$ cat config.mk
export PLATFORM = sky130hd
export DESIGN_NAME = seg_disp_scan
export DESIGN_NICKNAME = d
export VERILOG_FILES = /design/src/rtl/seg_disp_scan.sv
export SDC_FILE = /design/constraint.sdc
export NUM_CORES = 1
export LEC_CHECK = 0
export CELL_PAD_IN_SITES_DETAIL_PLACEMENT = 1
export CELL_PAD_IN_SITES_GLOBAL_PLACEMENT = 2
export CORE_ASPECT_RATIO = 1.25
export CORE_MARGIN = 2
export CORE_UTILIZATION = 38
export CTS_CLUSTER_DIAMETER = 60
export CTS_CLUSTER_SIZE = 25
export DETAILED_ROUTE_END_ITERATION = 16
export PLACE_DENSITY = 0.93
export SETUP_SLACK_MARGIN = 0.3
export SYNTH_ARGS = -nofsm -noshare
export SYNTH_HDL_FRONTEND = slang
export SYNTH_SLANG_ARGS = --single-unit
export TNS_END_PERCENT = 50
$ cat constraint.sdc
create_clock -name clk -period 6.2 [get_ports clk]
set_input_delay 1.24 -clock clk [delete_from_list [all_inputs] [get_ports clk]]
set_output_delay 1.24 -clock clk [all_outputs]
set_load 0.1 [all_outputs]
$ cat src/rtl/seg_disp_scan.sv
// Time-multiplexed driver for an N-digit seven-segment display.
// Scans one digit per slot, with a blanking gap at the start of each slot
// and brightness PWM over the rest of it. Inputs are latched once per frame
// so a digit never shows a half-updated value. All outputs are registered.
module seg_disp_scan #(
  parameter int unsigned NUM_DIGITS   = 4,
  parameter int unsigned SLOT_CYCLES  = 4096,
  parameter int unsigned BLANK_CYCLES = 64,
  parameter bit          SEG_ACT_LOW  = 1'b1,
  parameter bit          AN_ACT_LOW   = 1'b0
) (
  input  logic                    clk,
  input  logic                    reset,
  input  logic [4*NUM_DIGITS-1:0] values,
  input  logic [NUM_DIGITS-1:0]   dp_in,
  input  logic [NUM_DIGITS-1:0]   digit_en,
  input  logic [3:0]              brightness,
  output logic [6:0]              seg_out,
  output logic                    dp_out,
  output logic [NUM_DIGITS-1:0]   anodes,
  output logic                    frame_start
);

  localparam int unsigned CW     = $clog2(SLOT_CYCLES);
  localparam int unsigned IW     = $clog2(NUM_DIGITS);
  localparam int unsigned PW     = CW + 5;
  localparam int unsigned SHOW_W = SLOT_CYCLES - BLANK_CYCLES;

  localparam logic [6:0]            SEG_OFF = SEG_ACT_LOW ? 7'h7F : 7'h00;
  localparam logic                  DP_OFF  = SEG_ACT_LOW;
  localparam logic [NUM_DIGITS-1:0] AN_OFF  = AN_ACT_LOW ? '1 : '0;

  if (NUM_DIGITS < 2 || NUM_DIGITS > 8) begin : g_chk_digits
    $error("seg_disp_scan: NUM_DIGITS must be in 2..8");
  end
  if (BLANK_CYCLES < 1) begin : g_chk_blank
    $error("seg_disp_scan: BLANK_CYCLES must be at least 1");
  end
  if (SLOT_CYCLES < BLANK_CYCLES + 16) begin : g_chk_slot
    $error("seg_disp_scan: SLOT_CYCLES must be >= BLANK_CYCLES + 16");
  end

  typedef enum logic {
    BLANK,
    SHOW
  } slot_state_e;

  slot_state_e             state_q, state_d;
  logic [CW-1:0]           cnt_q, cnt_d;
  logic [IW-1:0]           idx_q, idx_d;
  logic                    first_q;
  logic                    slot_end;
  logic                    capture;

  logic [4*NUM_DIGITS-1:0] sh_val_q;
  logic [NUM_DIGITS-1:0]   sh_dp_q;
  logic [NUM_DIGITS-1:0]   sh_en_q;
  logic [3:0]              sh_bright_q;

  logic [6:0]              seg_q, seg_d;
  logic                    dp_q, dp_d;
  logic [NUM_DIGITS-1:0]   an_q, an_d;
  logic                    fs_q, fs_d;

  logic [PW-1:0]           k;
  logic                    on_time;
  logic                    lit;
  logic [3:0]              nib;
  logic [6:0]              glyph;

  assign slot_end = (cnt_q == CW'(SLOT_CYCLES - 1));
  assign capture  = first_q | (slot_end & (idx_q == IW'(NUM_DIGITS - 1)));

  // Slot counter, digit index and blank/show phase; the phase state stands
  // in for a cnt < BLANK_CYCLES compare and flips at the same slot positions.
  always_comb begin
    cnt_d   = cnt_q + 1'b1;
    idx_d   = idx_q;
    state_d = state_q;
    if (slot_end) begin
      cnt_d = '0;
      idx_d = (idx_q == IW'(NUM_DIGITS - 1)) ? '0 : idx_q + 1'b1;
    end
    case (state_q)
      BLANK:   if (cnt_q == CW'(BLANK_CYCLES - 1)) state_d = SHOW;
      SHOW:    if (slot_end) state_d = BLANK;
      default: state_d = BLANK;
    endcase
  end

  // Next output values: PWM gate, digit select, hex decode and polarity.
  always_comb begin
    k       = PW'(cnt_q) - PW'(BLANK_CYCLES);
    on_time = (k << 4) < (PW'(SHOW_W) * (PW'(sh_bright_q) + PW'(1)));
    lit     = (state_q == SHOW) && sh_en_q[idx_q] && on_time;
    nib     = sh_val_q[{idx_q, 2'b00} +: 4];
    case (nib)
      4'h0:    glyph = 7'h3F;
      4'h1:    glyph = 7'h06;
      4'h2:    glyph = 7'h5B;
      4'h3:    glyph = 7'h4F;
      4'h4:    glyph = 7'h66;
      4'h5:    glyph = 7'h6D;
      4'h6:    glyph = 7'h7D;
      4'h7:    glyph = 7'h07;
      4'h8:    glyph = 7'h7F;
      4'h9:    glyph = 7'h6F;
      4'hA:    glyph = 7'h77;
      4'hB:    glyph = 7'h7C;
      4'hC:    glyph = 7'h39;
      4'hD:    glyph = 7'h5E;
      4'hE:    glyph = 7'h79;
      default: glyph = 7'h71;
    endcase
    an_d  = AN_OFF;
    seg_d = SEG_OFF;
    dp_d  = DP_OFF;
    if (lit) begin
      an_d[idx_q] = ~AN_ACT_LOW;
      seg_d       = SEG_ACT_LOW ? ~glyph : glyph;
      dp_d        = sh_dp_q[idx_q] ^ SEG_ACT_LOW;
    end
    fs_d = (cnt_q == '0) && (idx_q == '0);
  end

  // Scan position and phase registers.
  always_ff @(posedge clk or negedge reset) begin
    if (!reset) begin
      cnt_q   <= '0;
      idx_q   <= '0;
      state_q <= BLANK;
      first_q <= 1'b1;
    end else begin
      cnt_q   <= cnt_d;
      idx_q   <= idx_d;
      state_q <= state_d;
      first_q <= 1'b0;
    end
  end

  // Frame-boundary shadow copy of the display inputs.
  always_ff @(posedge clk or negedge reset) begin
    if (!reset) begin
      sh_val_q    <= '0;
      sh_dp_q     <= '0;
      sh_en_q     <= '0;
      sh_bright_q <= '0;
    end else if (capture) begin
      sh_val_q    <= values;
      sh_dp_q     <= dp_in;
      sh_en_q     <= digit_en;
      sh_bright_q <= brightness;
    end
  end

  // Output registers, so segments, dp and anodes switch on the same edge.
  always_ff @(posedge clk or negedge reset) begin
    if (!reset) begin
      seg_q <= SEG_OFF;
      dp_q  <= DP_OFF;
      an_q  <= AN_OFF;
      fs_q  <= 1'b0;
    end else begin
      seg_q <= seg_d;
      dp_q  <= dp_d;
      an_q  <= an_d;
      fs_q  <= fs_d;
    end
  end

  assign seg_out     = seg_q;
  assign dp_out      = dp_q;
  assign anodes      = an_q;
  assign frame_start = fs_q;

endmodule
==> out/qor.yml <==
port_buffers: 42
postRouteAntennaNets: 0
holdPathEnd: "sh_en_q[0]$_DFFE_PN0P_"
core_um2: 10050
p_leak_nw: 2.120
initialDrtViolationCount: 89
min_period_ns: 5.411
place_congestion: 0.8227
p_per_area_nw_per_um2: 379.6
fin_setup_tns_ns: 0
max_freq_mhz: 184.8
grt_pass1_wl_um: 14650
diodes: 0
path_clk_slew_ns: 0.05
firstDrtPassIters: 4
fin_skew_ns: 0.01004
hold_path_startpoint: "sh_en_q[0]$_DFFE_PN0P_"
final_hold_viol_count: 0
ys.flop_type: "dfrtp_1"
grt_remaining_overflow: 0
crit_fanout: 12
vias: 2768
syn_area_um2: 3889
hpwl_um: 6785
crit_arrival_ns: 5.68
clkSinkCount: 57
grt_usage: 0.1772
ys.warnings.count: 0
dp_slack_ns: 0.5987
critPathLaunchType: "flip-flop"
whs_ns: 0.4903
clockBufferDepth: 2
cts_made_buffers: 9
drc: 0
r2r_start: "sh_bright_q[0]$_DFFE_PN0P_"
grt_pass1_vias: 2938
ios: 43
root_buffer: "clkbuf_16"
synth-edff-count: 0
cts_tree: "done"
ys_types: 52
min_path_cells: 1
ys_seq_area_frac: 0.3697
worstMarginPinSlew_ns: 0.9884
fp.dieArea_um2: 11060
floorplan.initialDensity: 0.3868
ys_ff_latch: 57
final-max-slew-violation-count: 0
r2r_setup_slack_ns: 0.79
cap_violations: 0
rows: 41
htree_levels: 3
syn_nets: 432
setup_viol: 0
r2r-end: "anodes[3]$_DFF_PN0_"
dieWidth_um: 94.48
syn2layout_area_growth_pct: 21.78
crit_path_end_kind: "flip-flop"
hp-class: "flip-flop to flip-flop"
drive_gt1_frac: 0.1742
wl_um: 9063
maxSlewHeadroom: 0.3390
die_height_um: 117.1
rsz0062_at_grt: "no"
cts_setup_buffers: 0
wl_per_cell_um: 17.26
grt_max_degree: 58
syn_avg_cell_area_um2: 11.17
async_reset_ff_frac: 1.000
min_period_over_period: 0.8728
clock_latency_ns: 0.34
required_ns: 6.47
worstSetupPathType: "flip-flop to flip-flop"
status: "complete, no violations"
syn_inst: 348
vias_per_cell: 5.272
reg2regPathDepth: 18
finalWorstSetupSlack_ns: 0.7886
power_mw: 1.798
vdd_drop_max_uv: 170.6
fin_nets: 475
antenna_found_initial: 0
[registers in the layout, summed over array words and instances (netlist names), 2 cells and up]
| signal | count |
|---|---|
| idx_q | 2 |
| anodes | 4 |
| sh_dp_q | 4 |
| sh_en_q | 4 |
| sh_val_q | 16 |
| cnt_q | 12 |
| sh_bright_q | 4 |
| seg_out | 7 |
[per-layer routing]
metal	track usage	vias to the layer above	wire, um
li1	-	1307	-
met1	0.1942	1395	3605
met2	0.3319	51	5015
met3	0.03393	15	249
met4	0.07633	0	193
met5	0	-	0
[metrics by stage]
| stage | cells | util | area [um^2] |
|---|---|---|---|
| 6_report | 525 | 0.4710 | 4736 |
| 5_1_grt | 525 | 0.4710 | 4736 |
| 4_1_cts | 525 | 0.4706 | 4732 |
| 3_5_place_dp | 509 | 0.4380 | 4404 |
| 3_3_place_gp | 509 | 0.4380 | 4404 |
| 2_1_floorplan | 348 | - | 3889 |
[synth_stat cells (3+ instances only)]
master     number  share of area
nor3_1          3         0.0039
nor2b_1         7          0.011
and3_1          6         0.0097
or3_1           3         0.0048
mux2i_1         5          0.013
mux2_1          3         0.0087
dfstp_2         9          0.061
a21o_1          4         0.0077
nand3_1        11          0.014
mux2_2         28          0.081
o2111ai_1       4         0.0090
inv_1          36          0.035
dfrtp_1        48           0.31
ha_1           45           0.14
buf_6           3         0.0087
fa_1            9          0.046
and2_1          3         0.0048
o21ai_0        14          0.018
o211ai_1        3         0.0058
buf_2           7         0.0090
xnor2_1         9          0.020
mux4_2          5          0.029
xor2_1          9          0.020
nand2_1        16          0.015
a21oi_1         8          0.010
nor2_1         11          0.011
nand4_1         7          0.011
[layout make-up]
class,count,area (um^2)
timing repair buffer,44,430.4
tap,129,161.4
clock inverter,7,102.6
fill,1109,5319
sequential,57,1438
multi-input combinational,243,2243
inverter,36,135.1
clock buffer,9,225.2
[logic make-up after synthesis]
logic type | synth area share
and+or+nand+nor | 0.1100
DFF | 0.3697
adders and majority gates | 0.1911
AOI/OAI and AO/OA | 0.08817
buffers and inverters | 0.05438
muxes | 0.1451
xor gates and xnor gates | 0.04054
other | 0.0009643
[layout by cell type (no fill, tap or decap), types with 2 or more instances in the layout]
cell type and instances:
dfrtp_1 48, ha_1 45, clkdlybuf4s50_1 41, inv_1 36
mux2_2 28, nand2_1 16, o21ai_0 13, nand3_1 11
nor2_1 11, xnor2_1 9, xor2_1 9, fa_1 9
clkbuf_16 9, dfstp_2 9, a21oi_1 8, nor2b_1 7
nand4_1 7, and3_1 6, mux4_2 5, mux2i_1 5
o2111ai_1 4, a21o_1 4, and2_1 3, nor3_1 3
o211ai_1 3, or3_1 3, mux2_1 3, clkinv_4 3
nor4b_1 2, mux4_1 2, nand2b_1 2, a211oi_1 2
a22o_1 2, a2bb2oi_1 2, bufinv_16 2, buf_4 2
[report_power, final]
part | switching [mW] | internal [mW]
logic | 0.461 | 0.387
clock network | 0.190 | 0.355
registers | 0.0143 | 0.392
total | 0.665 | 1.13
[critical path: stages (launching register included)]
cell       delay [ns]
dfrtp_1          0.54
ha_1             0.24
xor2_1           0.29
inv_1            0.14
fa_1             0.65
fa_1             0.46
fa_1             0.51
inv_1            0.04
ha_1             0.34
a21oi_1          0.26
o2111ai_1        0.22
a2111o_1         0.40
o211ai_1         0.12
ha_1             0.28
nand4_1          0.12
o22ai_1          0.09
a211oi_1         0.23
buf_4            0.22
and3_1           0.18
[how the worst max path moves through the flow]
stage | start | to | depth (start not counted)
after global routing | sh_bright_q[0]$_DFFE_PN0P_ | anodes[3]$_DFF_PN0_ | 18
after global placement | sh_bright_q[0]$_DFFE_PN0P_ | anodes[1]$_DFF_PN0_ | 17
after detailed placement | sh_bright_q[0]$_DFFE_PN0P_ | anodes[3]$_DFF_PN0_ | 17
after CTS | sh_bright_q[0]$_DFFE_PN0P_ | anodes[3]$_DFF_PN0_ | 17
after floorplan | sh_bright_q[0]$_DFFE_PN0P_ | anodes[1]$_DFF_PN0_ | 18
final | sh_bright_q[0]$_DFFE_PN0P_ | anodes[3]$_DFF_PN0_ | 18
[what timing repair did]
item                       CTS  global route
setup endpoints to repair    0            12
hold buffers                 0             0
resized for setup            0             2
(Power assumes the default switching activity.)
